**src/rtl/counter_arbiter_pkg.sv**
```systemverilog
// counter_arbiter_pkg: shared types and defaults for the counter arbiter.
//   state_e     - FSM state encoding (idle, counting run, completion pulse)
//   NreqDefault - default number of requesters
//   CwDefault   - default shared counter width
//   idx_w()     - width of a requester index, never below one bit
package counter_arbiter_pkg;

    localparam int unsigned NreqDefault = 4;
    localparam int unsigned CwDefault   = 4;

    typedef enum logic [1:0] {
        StIdle,
        StRun,
        StDone
    } state_e;

    function automatic int unsigned idx_w(int unsigned n);
        return (n > 1) ? $clog2(n) : 1;
    endfunction

endpackage

```
**src/rtl/counter_arbiter_if.sv**
```systemverilog
// counter_arbiter_if: request/grant/counter bundle between requesters and the arbiter.
//   req     - level request per requester, held until that requester's done
//   len     - per-requester terminal count, slice i belongs to requester i
//   grant   - one-hot (or zero) ownership
//   count   - shared counter value
//   busy    - arbiter not idle
//   done    - one-cycle completion pulse
//   done_id - requester whose run completed, valid while done is high
// Modports: master (requester side), slave (arbiter side).
interface counter_arbiter_if
    import counter_arbiter_pkg::*;
#(
    parameter int unsigned NREQ = NreqDefault,
    parameter int unsigned CW   = CwDefault
) ();

    localparam int unsigned IdxW = idx_w(NREQ);

    logic [NREQ-1:0]    req;
    logic [NREQ*CW-1:0] len;
    logic [NREQ-1:0]    grant;
    logic [CW-1:0]      count;
    logic               busy;
    logic               done;
    logic [IdxW-1:0]    done_id;

    modport master (
        output req, len,
        input  grant, count, busy, done, done_id
    );

    modport slave (
        input  req, len,
        output grant, count, busy, done, done_id
    );

endinterface

```
**src/rtl/rr_pick.sv**
```systemverilog
// rr_pick: combinational round-robin selector.
//   req_i   - request vector
//   ptr_i   - index of the last granted requester; search starts just after it
//   gnt_o   - one-hot winner (zero when nothing requested)
//   valid_o - high when some request is present
module rr_pick
    import counter_arbiter_pkg::*;
#(
    parameter int unsigned NREQ = NreqDefault
) (
    input  logic [NREQ-1:0]         req_i,
    input  logic [idx_w(NREQ)-1:0]  ptr_i,
    output logic [NREQ-1:0]         gnt_o,
    output logic                    valid_o
);

    localparam int unsigned IdxW = idx_w(NREQ);

    logic [IdxW-1:0] sel;

    // Walk ptr+1, ptr+2, ... wrapping; the first set bit wins, so ptr itself is lowest priority.
    always_comb begin
        gnt_o   = '0;
        valid_o = 1'b0;
        sel     = '0;
        for (int unsigned k = 1; k <= NREQ; k++) begin
            sel = IdxW'((32'(ptr_i) + k) % NREQ);
            if (!valid_o && req_i[sel]) begin
                gnt_o[sel] = 1'b1;
                valid_o    = 1'b1;
            end
        end
    end

endmodule

```
**src/rtl/counter_arbiter.sv**
```systemverilog
// counter_arbiter: round-robin arbiter that lends one shared counter to a requester.
// The winner's counter runs 0..len (len latched at grant), then a one-cycle done
// pulse names the winner and the arbiter returns to idle.
//   clk    - clock, rising edge
//   reset  - asynchronous active-low reset
//   bus_io - counter_arbiter_if.slave (req, len in; grant, count, busy, done, done_id out)
// Optional feature: define COUNTER_ARBITER_ABORT_EN so that dropping the winner's
// request mid-run ends the run early (count frozen, done still pulsed).
module counter_arbiter
    import counter_arbiter_pkg::*;
#(
    parameter int unsigned NREQ = NreqDefault,
    parameter int unsigned CW   = CwDefault
) (
    input  logic               clk,
    input  logic               reset,
    counter_arbiter_if.slave   bus_io
);

    localparam int unsigned IdxW = idx_w(NREQ);

    state_e          state_q;
    logic [NREQ-1:0] grant_q;
    logic [CW-1:0]   count_q;
    logic [CW-1:0]   len_q;
    logic            done_q;
    logic [IdxW-1:0] done_id_q;
    logic [IdxW-1:0] winner_q;
    logic [IdxW-1:0] ptr_q;

    logic [NREQ-1:0] win_oh;
    logic            win_valid;
    logic [IdxW-1:0] win_idx;
    logic [CW-1:0]   win_len;
    logic            abort;

    rr_pick #(
        .NREQ (NREQ)
    ) u_rr_pick (
        .req_i   (bus_io.req),
        .ptr_i   (ptr_q),
        .gnt_o   (win_oh),
        .valid_o (win_valid)
    );

    always_comb begin
        win_idx = '0;
        win_len = '0;
        for (int unsigned i = 0; i < NREQ; i++) begin
            if (win_oh[i]) begin
                win_idx = IdxW'(i);
                win_len = bus_io.len[i*CW +: CW];
            end
        end
    end

`ifdef COUNTER_ARBITER_ABORT_EN
    assign abort = ~bus_io.req[winner_q];
`else
    assign abort = 1'b0;
`endif

    always_ff @(posedge clk or negedge reset) begin
        if (!reset) begin
            state_q   <= StIdle;
            grant_q   <= '0;
            count_q   <= '0;
            len_q     <= '0;
            done_q    <= 1'b0;
            done_id_q <= '0;
            winner_q  <= '0;
            // Last-granted = NREQ-1 makes requester 0 first in line.
            ptr_q     <= IdxW'(NREQ - 1);
        end else begin
            unique case (state_q)
                StIdle: begin
                    done_q <= 1'b0;
                    if (win_valid) begin
                        state_q  <= StRun;
                        grant_q  <= win_oh;
                        count_q  <= '0;
                        len_q    <= win_len;
                        winner_q <= win_idx;
                    end
                end
                StRun: begin
                    // Terminal compare stops before increment, so count never wraps.
                    if (abort || (count_q == len_q)) begin
                        state_q   <= StDone;
                        grant_q   <= '0;
                        done_q    <= 1'b1;
                        done_id_q <= winner_q;
                        ptr_q     <= winner_q;
                    end else begin
                        count_q <= count_q + 1'b1;
                    end
                end
                StDone: begin
                    state_q <= StIdle;
                    done_q  <= 1'b0;
                end
                default: state_q <= StIdle;
            endcase
        end
    end

    assign bus_io.grant   = grant_q;
    assign bus_io.count   = count_q;
    assign bus_io.busy    = (state_q != StIdle);
    assign bus_io.done    = done_q;
    assign bus_io.done_id = done_id_q;

endmodule

```
**src/flat_wrapper.sv**
```systemverilog
// flat-port wrapper written by rule: the top's interface ports become plain ports
module counter_arbiter_flat import counter_arbiter_pkg::*;
#(
    parameter int unsigned NREQ = NreqDefault,
    parameter int unsigned CW   = CwDefault
)
  (clk, reset, bus_io_req, bus_io_len, bus_io_grant, bus_io_count, bus_io_busy, bus_io_done, bus_io_done_id);
  counter_arbiter_if #(.NREQ(NREQ), .CW(CW)) bus_io_i ();
  input  logic clk;
  input  logic reset;
  input wire logic [$bits(bus_io_i.req)-1:0] bus_io_req;
  input wire logic [$bits(bus_io_i.len)-1:0] bus_io_len;
  output wire logic [$bits(bus_io_i.grant)-1:0] bus_io_grant;
  output wire logic [$bits(bus_io_i.count)-1:0] bus_io_count;
  output wire logic [$bits(bus_io_i.busy)-1:0] bus_io_busy;
  output wire logic [$bits(bus_io_i.done)-1:0] bus_io_done;
  output wire logic [$bits(bus_io_i.done_id)-1:0] bus_io_done_id;
  assign bus_io_i.req = bus_io_req;
  assign bus_io_i.len = bus_io_len;
  assign bus_io_grant = bus_io_i.grant;
  assign bus_io_count = bus_io_i.count;
  assign bus_io_busy = bus_io_i.busy;
  assign bus_io_done = bus_io_i.done;
  assign bus_io_done_id = bus_io_i.done_id;
  counter_arbiter #(.NREQ(NREQ), .CW(CW)) u_core (.clk(clk), .reset(reset), .bus_io(bus_io_i));
endmodule
```
**config.mk**
```make
export PLATFORM = sky130hd
export DESIGN_NAME = counter_arbiter_flat
export DESIGN_NICKNAME = d
export VERILOG_FILES = /design/src/rtl/counter_arbiter_pkg.sv /design/src/rtl/counter_arbiter_if.sv /design/src/rtl/rr_pick.sv /design/src/rtl/counter_arbiter.sv /design/src/flat_wrapper.sv
export SDC_FILE = /design/constraint.sdc
export NUM_CORES = 1
export LEC_CHECK = 0
export ABC_AREA = 1
export BUFFER_PORTS_ARGS = -buffer_cell sky130_fd_sc_hd__buf_2
export CORE_MARGIN = 2
export CORE_UTILIZATION = 40
export DETAILED_ROUTE_END_ITERATION = 12
export GPL_TIMING_DRIVEN = 0
export PLACE_DENSITY = 0.64
export REMOVE_ABC_BUFFERS = 1
export SKIP_LAST_GASP = 1
export SLEW_MARGIN = 5
export SYNTH_ARGS = -nofsm -noshare
export SYNTH_HDL_FRONTEND = slang
export SYNTH_HIERARCHICAL = 1
export SYNTH_SLANG_ARGS = --single-unit
```
**constraint.sdc**
```tcl
create_clock -name clk -period 2.35 [get_ports clk]
set_clock_uncertainty 0.15 [all_clocks]
set_input_delay 0.235 -clock clk [delete_from_list [all_inputs] [get_ports clk]]
set_output_delay 0.235 -clock clk [all_outputs]
set_load 0.1 [all_outputs]
```
==> results.ini, run 1 <==
[floorplanning]
initial_util_pct=41.9
top_level_ports=34
die_w_um=66.4
rows=22
design.core.area_mm2=0.00372
die_height_um=66.4
die_area_mm2=0.00441

[synthesis]
post_synth_mux_area_share_pct=0
mappedNetlistArea_mm2=0.00156
synthAdderAreaFrac_pct=7.23
post_synth_num_cell_types=23
top_area_cells_in_the_synthesized_netlist=sky130_fd_sc_hd__dfrtp_1, sky130_fd_sc_hd__nand2_1, sky130_fd_sc_hd__nand3_1, sky130_fd_sc_hd__ha_1, sky130_fd_sc_hd__inv_1
synth-compound-area-share_pct=7.55
post_syn_area_per_cell_um2=7.05
yosys_warnings=6
synthDominantAreaCellType=sky130_fd_sc_hd__dfrtp_1
synth_async_sr_flop_share_pct=100
dominant_combinational_cell_family_by_area_after_synthesis=simple AND/OR/NAND/NOR gates
synth.cells.most_frequent=sky130_fd_sc_hd__nand2_1, sky130_fd_sc_hd__nand3_1, sky130_fd_sc_hd__inv_1
synth.ff_latch_count=21
synth_edf_count=0
synth-simple-area-share_pct=41.4
yosysSeqAreaShare_pct=33.9
synthXorXnorAreaFrac_pct=1.12
cell_with_the_most_instances_after_synthesis=sky130_fd_sc_hd__nand2_1
synth-main-ff-cell=sky130_fd_sc_hd__dfrtp_1
synth_top_area_share_pct=30.5
postSynthCellCount=221

[timing]
unrepaired_setup_endpoints_after_global_routing=yes
slew_headroom_pct=67.5
finalMaxSlewViolations=0
timing_hold_violations_final=0
worst_pin_slew_ns=0.490
final.period_utilization_pct=103
setup_viol_count_final=3
achievable-frequency_mhz=414
timing.final.crit_period_ns=2.42
setup_slack_ns=-0.0671

[placement]
place_area_mm2=0.00176
routabilityCongestion=0.785
dp_hpwl_mm=2.53
io_buf_count=33

[detailed_routing]
finalWirelength_mm=3.65
routedWlPerCell_um=11.5
number_of_drc_violations_after_detailed_routing_iteration_0=89
via_count=1537
via_per_inst=4.83
drtAntennaViolNets=0
drt_pre_antenna_iters=4
drcViolationCount=0

[job]
maxCapViolCount=0

[grt]
globalRoute.totalOverflow=0
groute.usage.overall_pct=18.0
grt_max_degree=22
grt_first_pass_wirelength_mm=6.19
initial_antenna_violation_count=0
grt_pass1_vias=1430

[worst_setup_path]
worst-endpoint-arrival_ns=2.41
crit_fanout=10
setup.worst_path.end_class=flop
critPathRequiredTime_ns=2.34
criticalPathCategory=reg2reg
cp-startpoint=u_core/ptr_q[0]
critical_path.reg2reg.startpoint=u_core/ptr_q[0]
worstSetupStartpointType=flop

[hold_path]
hold_path.startpoint=bus_io_len[13]
worst_hold_path_type=in2reg

[clocking]
clk_path_buf_depth=2
cts_made_buffers=3
cts.sinks=21
clk_root_buf=sky130_fd_sc_hd__clkbuf_8
clk-insertion-delay-late_ns=0.25
tritoncts=done
htree_num_levels=1
clk_pin_slew_worst_paths_ns=0.08

[outcome]
status=finished with violations
failed_checks=negative setup slack

[layout]
layout-drive-gt1-share_pct=34.8
antenna-diode-count=0
fin_area_mm2=0.00204
design.final.nets=302
synthToLayoutAreaGrowth_pct=31.1

-- area by class of cell --
cell class,instances,area (um^2)
flip-flops and latches,21,528
fillers,360,1670
repair inverters,1,7.51
clock buffers,4,45.0
repair buffers,47,280
multi-input cells,167,995
well taps,48,60.1
inverters,30,126
-- state kept, by name, summed over array words and instances, names as in the netlist --
signal                 flops
u_core/bus_io.count        4
u_core/bus_io.done         1
u_core/bus_io.done_id      2
u_core/bus_io.grant        4
u_core/len_q               4
u_core/ptr_q               2
u_core/state_q             2
u_core/winner_q            2
-- metal layers --
layer	routed length [um]	track usage, %
met5	0	0
met4	36	5.36
met2	1690	29.5
met3	153	2.73
met1	1770	24.4
-- what timing repair did --
action / 4_1_cts / 5_1_grt
buffers inserted: 13 / 0
endpoints found under the setup margin: 15 / 14
pin swaps: 9 / 11
resized for setup: 31 / 9
hold buffers: 1 / 0
cloned: 2 / 0
hold endpoints to repair: 19 / 0
-- critical path, stage by stage (launching register included) --
cell	delay, ns
sky130_fd_sc_hd__dfstp_2	0.57
sky130_fd_sc_hd__inv_6	0.07
sky130_fd_sc_hd__ha_4	0.27
sky130_fd_sc_hd__inv_4	0.07
sky130_fd_sc_hd__nand3_4	0.07
sky130_fd_sc_hd__buf_4	0.16
sky130_fd_sc_hd__nand3_1	0.07
sky130_fd_sc_hd__nand2_1	0.06
sky130_fd_sc_hd__nor2_1	0.19
sky130_fd_sc_hd__nand2_4	0.11
sky130_fd_sc_hd__buf_6	0.14
sky130_fd_sc_hd__nand2_1	0.07
sky130_fd_sc_hd__a21oi_2	0.05
sky130_fd_sc_hd__o21ai_0	0.17
sky130_fd_sc_hd__o21ai_1	0.08
-- cell usage in the layout (no fill, tap or decap), drive strengths merged, types with 4 or more instances in the layout --
master / instances
buf: 46
nor2: 15
a21oi: 5
nand4: 5
dfrtp: 19
clkbuf: 4
inv: 29
o21ai: 14
nand3: 36
ha: 9
nand2: 80
-- final timing paths --
| check | endpoint | slack [ns] | cells after the start |
|---|---|---|---|
| hold reg to reg | u_core/bus_io.done_id[0] | 0.33 | 2 |
| min in group asynchronous | u_core/bus_io.grant[2] | 0.31 | 2 |
| max in group asynchronous | u_core/ptr_q[1] | 1.39 | 2 |
| hold / removal | u_core/len_q[1] | 0.15 | 5 |
| setup / recovery | u_core/len_q[0] | -0.07 | 14 |
| setup reg to reg | u_core/len_q[0] | -0.07 | 14 |
-- per-stage QoR --
stage | hold WS [ns] | utilization [%] | setup TNS, ns | worst slack (ns) | cells
6_report | 0.155 | 54.9 | -0.0962 | -0.0671 | 318
3_3_place_gp | 0.0639 | 47.3 | -6.70 | -0.653 | 298
5_1_grt | 0.214 | 54.9 | -1.08 | -0.180 | 318
3_5_place_dp | 0.0663 | 47.3 | -6.54 | -0.636 | 298
4_1_cts | 0.149 | 54.4 | -0.000421 | -0.000421 | 318
2_1_floorplan | -0.211 | - | -1.43 | -0.209 | 217
-- cell families (layout without fill, tap and decap cells) --
group | Yosys count | count (layout)
DFF | 21 | 21
and+or+nand+nor | 135 | 136
xor gates and xnor gates | 2 | 2
adders and majority gates | 9 | 9
AOI/OAI and AO/OA | 20 | 20
buffers and inverters | 34 | 82
Power of run 1 is left out: the tool's default activity adds up to more than one toggle a clock period on the data nets, which glitch-free logic cannot reach.
==> inputs of run 2 (changes only) <==
--- a/config.mk
+++ b/config.mk
@@ -9,6 +9,7 @@
 export BUFFER_PORTS_ARGS = -buffer_cell sky130_fd_sc_hd__buf_2
 export CORE_MARGIN = 2
 export CORE_UTILIZATION = 40
+export CTS_BUF_LIST = sky130_fd_sc_hd__clkbuf_4
 export DETAILED_ROUTE_END_ITERATION = 12
 export GPL_TIMING_DRIVEN = 0
 export PLACE_DENSITY = 0.64
==> run 2 against run 1 <==
Net effect:
- the flow still finishes with violations (negative setup slack)
- global-route usage grew 0.21 points
- utilization grew 1.2 points
- flip-flop and latch count is the same
- worst setup slack gained 0.029 ns
- first-iteration DRC count shrank 11%
- critical path type unchanged
- largest cell class unchanged
==> results.ini, run 2 (synthesis results as in run 1) <==
[outcome]
status=finished with violations
failed_checks=negative setup slack

[grt]
grt_first_pass_wirelength_mm=6.28
grt_pass1_vias=1451
grt_max_degree=22
groute.usage.overall_pct=18.2
initial_antenna_violation_count=0
globalRoute.totalOverflow=0

[detailed_routing]
number_of_drc_violations_after_detailed_routing_iteration_0=79
finalWirelength_mm=3.80
drtAntennaViolNets=0
drcViolationCount=0
drt_pre_antenna_iters=4
via_count=1561
routedWlPerCell_um=11.8
via_per_inst=4.85

[timing]
timing.final.crit_period_ns=2.39
setup_viol_count_final=3
timing_hold_violations_final=0
slew_headroom_pct=67.5
finalMaxSlewViolations=0
achievable-frequency_mhz=419
final.period_utilization_pct=102
unrepaired_setup_endpoints_after_global_routing=yes
worst_pin_slew_ns=0.490
setup_slack_ns=-0.0382

[floorplanning]
top_level_ports=34
die_height_um=66.4
rows=22
die_area_mm2=0.00441
design.core.area_mm2=0.00372
initial_util_pct=41.9
die_w_um=66.4

[layout]
synthToLayoutAreaGrowth_pct=34.0
antenna-diode-count=0
most-common-layout-cells=sky130_fd_sc_hd__nand2_1, sky130_fd_sc_hd__buf_2, sky130_fd_sc_hd__nand3_1, sky130_fd_sc_hd__inv_1, sky130_fd_sc_hd__dfrtp_1
seq_area_um2=528
filler_cell_count=360
mostFrequentLayoutCell=sky130_fd_sc_hd__nand2_1
final-instance-count-excl-fill=322
layout-drive-gt1-share_pct=38.0
design.final.nets=306
multi_input_comb_area_mm2=0.00103

[job]
maxCapViolCount=0

[clocking]
cts.sinks=21
htree_num_levels=1
tritoncts=done
clk_pin_slew_worst_paths_ns=0.12
cts_made_buffers=3
clk_path_buf_depth=2
clk-insertion-delay-late_ns=0.30
clk_root_buf=sky130_fd_sc_hd__clkbuf_4

[hold_path]
worst_hold_path_type=in2reg

[worst_setup_path]
criticalPathCategory=reg2reg
worst-endpoint-arrival_ns=2.48
cpPeakStageDelay_ns=0.58
setup.worst_path.end_class=flop
crit_fanout=6
critPathRequiredTime_ns=2.44
slowest_cell_on_the_critical_path=sky130_fd_sc_hd__dfstp_2
timing.critical_path.cells=clkinvlp_4, ha_4, nand3_4, nand2_8, nand2_4, nor2_4, nand3_2, nand2_4, buf_4, nand2_1, a21oi_1, o21ai_1, o21ai_1
worstSetupStartpointType=flop

[placement]
dp.cells=298
io_buf_count=33
dp_hpwl_mm=2.53
routabilityCongestion=0.785

run 2: critical path, delay by kind of cell, from the launching register on:
family                   cells  cell delay (ns)
AO/OA/AOI/OAI                3             0.29
adder cells (fa/ha/maj)      1             0.31
flip-flops                   1             0.58
buffers and inverters        2             0.24
AND/OR/NAND/NOR              7             0.74
run 2: final cells by class:
type / count / share of cell area [%]
repair inverters: 1 / 0.360
repair buffers: 51 / 14.7
well taps: 48 / 2.88
clock buffers: 4 / 1.44
multi-input cells: 167 / 49.2
flip-flops and latches: 21 / 25.3
inverters: 30 / 6.12
run 2: layer usage:
metal | routed length, um | up-vias | global-route usage [%]
li1 | - | 812 | -
met1 | 1780 | 708 | 24.6
met3 | 158 | 4 | 2.21
met2 | 1820 | 37 | 30.6
met5 | 0 | - | 0
met4 | 38 | 0 | 4.85
run 2: through the flow:
step           worst slack, ns  area [um^2]  utilization (%)  hold WS [ns]  TNS, ns
6_report               -0.0382         2090             56.2         0.113  -0.0776
2_1_floorplan           -0.209         1530                -        -0.211    -1.43
3_3_place_gp            -0.653         1760             47.3        0.0639    -6.70
5_1_grt                 -0.160         2090             56.2         0.121   -0.576
4_1_cts                -0.0297         2020             54.3        0.0975  -0.0727
3_5_place_dp            -0.636         1760             47.3        0.0663    -6.54
run 2: final timing paths:
check                                         start                        to  slack, ns  cells past startpoint
setup / recovery                    u_core/ptr_q[1]           u_core/len_q[2]      -0.04                     13
min in group asynchronous                     reset         u_core/state_q[0]       0.26                      2
setup reg to reg                    u_core/ptr_q[1]           u_core/len_q[2]      -0.04                     13
hold reg to reg            u_core/bus_io.done_id[0]  u_core/bus_io.done_id[0]       0.34                      2
hold / removal                       bus_io_len[14]           u_core/len_q[2]       0.11                      5
max in group asynchronous                     reset           u_core/ptr_q[1]       1.44                      2
run 2: timing repair:
item	4_1_cts	5_1_grt
pin swaps	11	15
setup buffers	15	2
hold buffers	1	0
hold endpoints to repair	19	0
setup endpoints to repair	15	10
gates cloned	2	0
gates resized for setup	32	15
Power of run 2 is left out for the same reason.
==> inputs of run 3 (changes only) <==
--- a/config.mk
+++ b/config.mk
@@ -5,17 +5,16 @@
 export SDC_FILE = /design/constraint.sdc
 export NUM_CORES = 1
 export LEC_CHECK = 0
-export ABC_AREA = 1
 export BUFFER_PORTS_ARGS = -buffer_cell sky130_fd_sc_hd__buf_2
 export CORE_MARGIN = 2
 export CORE_UTILIZATION = 40
 export CTS_BUF_LIST = sky130_fd_sc_hd__clkbuf_4
 export DETAILED_ROUTE_END_ITERATION = 12
 export GPL_TIMING_DRIVEN = 0
-export PLACE_DENSITY = 0.64
+export PLACE_DENSITY = 0.65
 export REMOVE_ABC_BUFFERS = 1
 export SKIP_LAST_GASP = 1
-export SLEW_MARGIN = 5
+export SLEW_MARGIN = 20
 export SYNTH_ARGS = -nofsm -noshare
 export SYNTH_HDL_FRONTEND = slang
 export SYNTH_HIERARCHICAL = 1
==> run 3 against run 2 <==
Net effect:
- the run still ends with negative setup slack left
- worst hold slack lost 0.021 ns
- worst setup slack lost 0.39 ns
- sequential share of layout area grew 3.4 points
- routed wire length shrank 11%
- area after synthesis shrank 4.7%
- largest cell class unchanged
==> results.ini, run 3 <==
[timing]
slew_headroom_pct=54.3
worst_pin_slew_ns=0.682
timing.final.crit_period_ns=2.78
timing_hold_violations_final=0
unrepaired_setup_endpoints_after_global_routing=yes
finalSetupTns_ns=-3.23
final.period_utilization_pct=118
finalMaxSlewViolations=0
setup_slack_ns=-0.427
hold_slack_ns=0.0921
achievable-frequency_mhz=360
setup_viol_count_final=10

[layout]
design.final.nets=233
antenna-diode-count=0
synthToLayoutAreaGrowth_pct=24.0
most-common-layout-cells=sky130_fd_sc_hd__buf_2, sky130_fd_sc_hd__nand2_1, sky130_fd_sc_hd__dfrtp_1, sky130_fd_sc_hd__a21oi_1, sky130_fd_sc_hd__inv_1
mostFrequentLayoutCell=sky130_fd_sc_hd__buf_2
layout-drive-gt1-share_pct=37.3

[worst_setup_path]
r2r_slack_ns=-0.43
crit_fanout=8
criticalPathCategory=reg2reg
critical_path.reg2reg.startpoint=u_core/ptr_q[0]
worst-r2r-cell-count=10
worstSetupStartpointType=flop
slowest_cell_on_the_critical_path=sky130_fd_sc_hd__dfstp_2
critical_path_buf_inv_count=3
worst-endpoint-arrival_ns=2.82
worst_path_dominant_cell_family=multiplexers
setup.worst_path.end_class=flop
timing.critical_path.cells=clkinvlp_4, ha_4, mux2i_4, mux2_4, mux2i_1, a221o_2, buf_4, buf_6, o21ai_0, nand2_1
cpPeakStageDelay_ns=0.58
critPathRequiredTime_ns=2.40
worst_r2r_endpoint=u_core/winner_q[1]
cp-startpoint=u_core/ptr_q[0]

[floorplanning]
initial_util_pct=41.2
top_level_ports=34
die_height_um=64.9
rows=22
die_area_mm2=0.00421
die_w_um=64.9
design.core.area_mm2=0.00361

[detailed_routing]
drtAntennaViolNets=0
via_count=1313
finalWirelength_mm=3.37
drt_pre_antenna_iters=4
drcViolationCount=0
number_of_drc_violations_after_detailed_routing_iteration_0=62
routedWlPerCell_um=13.5
via_per_inst=5.27

[grt]
gr-usage-met2_pct=29.8
initial_antenna_violation_count=0
groute.usage.overall_pct=17.0
use_met3_pct=3.30
grt_first_pass_wirelength_mm=5.63
grt_max_degree=22
busiest_layer=met2
grt_use_met1_pct=21.4
globalRoute.totalOverflow=0
grt_pass1_vias=1240

[synthesis]
synth_top_area_share_pct=32.0
synth_async_sr_flop_share_pct=100
post_syn_area_per_cell_um2=9.22
yosys_warnings=6
synth_edf_count=0
post_synth_num_cell_types=37
synth-main-ff-cell=sky130_fd_sc_hd__dfrtp_1
yosysSeqAreaShare_pct=35.6
synth.ff_latch_count=21
synthDominantAreaCellType=sky130_fd_sc_hd__dfrtp_1
top_area_cells_in_the_synthesized_netlist=sky130_fd_sc_hd__dfrtp_1, sky130_fd_sc_hd__ha_1, sky130_fd_sc_hd__nand2_1, sky130_fd_sc_hd__mux2i_1, sky130_fd_sc_hd__a21oi_1
synth.cells.most_frequent=sky130_fd_sc_hd__nand2_1, sky130_fd_sc_hd__dfrtp_1, sky130_fd_sc_hd__a21oi_1
postSynthCellCount=161
mappedNetlistArea_mm2=0.00148
cell_with_the_most_instances_after_synthesis=sky130_fd_sc_hd__nand2_1

[placement]
routabilityCongestion=0.788
dp_hpwl_mm=2.40
io_buf_count=33

[hold_path]
cells_on_worst_hold_path=3
worst_hold_path_type=in2reg
hold_path.startpoint=bus_io_len[14]
hold_end=u_core/len_q[2]

[clocking]
clk-insertion-delay-late_ns=0.30
clk_path_buf_depth=2
clk_root_buf=sky130_fd_sc_hd__clkbuf_4
tritoncts=done
cts_made_buffers=3
clk_pin_slew_worst_paths_ns=0.11
cts.sinks=21
htree_num_levels=1

[job]
maxCapViolCount=0

[outcome]
status=finished with violations
failed_checks=negative setup slack

==> run 3: stage by stage <==
stage | instance area (um^2) | setup WS, ns | util, % | cells
2_1_floorplan | 1440 | -0.451 | - | 153
3_3_place_gp | 1660 | -0.779 | 46.1 | 234
3_5_place_dp | 1660 | -0.930 | 46.1 | 234
4_1_cts | 1820 | -0.387 | 50.4 | 248
5_1_grt | 1840 | -0.528 | 51.0 | 249
6_report | 1840 | -0.427 | 51.0 | 249
==> run 3: worst min-delay path, delay by kind of cell <==
family          cells  cell delay (ns)
compound gates      2             0.19
buf+inv             1             0.07
==> run 3: kinds of logic (layout without fill, tap and decap cells) <==
family / count (synthesis) / in the layout / synth area share, %
AND/OR/NAND/NOR: 50 / 50 / 17.8
AO/OA/AOI/OAI: 41 / 41 / 17.6
flip-flops: 21 / 21 / 35.6
buffers and inverters: 21 / 61 / 6.32
multiplexers: 15 / 15 / 12.7
adder cells (fa/ha/maj): 9 / 9 / 7.59
XOR/XNOR: 4 / 4 / 2.36
==> run 3: layer usage <==
layer / share of wire, % / routed length [um] / vias up
met1: 45 / 1520 / 624
met4: 1.0 / 34 / 0
met2: 49 / 1660 / 34
met5: 0 / 0 / -
met3: 4.7 / 159 / 5
li1: - / - / 650
==> run 3: worst max-delay path by stage <==
stage	to	slack, ns	depth (start not counted)
after floorplan	u_core/len_q[2]	-0.45	10
after global placement	u_core/len_q[0]	-0.78	10
after detailed placement	u_core/len_q[0]	-0.93	9
after CTS	u_core/len_q[0]	-0.39	10
after global routing	u_core/len_q[1]	-0.53	10
final	u_core/winner_q[1]	-0.43	10
==> run 3: cell type report <==
| type | instances | area (um^2) |
|---|---|---|
| multi-input cells | 119 | 918 |
| clock inverters | 1 | 5.00 |
| inverters | 13 | 52.6 |
| clock buffers | 3 | 22.5 |
| repair buffers | 44 | 254 |
| fillers | 337 | 1770 |
| well taps | 48 | 60.1 |
| flip-flops and latches | 21 | 528 |
==> run 3: repair_timing <==
item / in CTS / in global routing
gates resized for setup: 20 / 4
hold buffers: 1 / 0
endpoints found under the hold margin: 19 / 0
setup endpoints to repair: 10 / 10
pin swaps: 11 / 2
buffers inserted: 9 / 1
Power of run 3 is left out for the same reason.
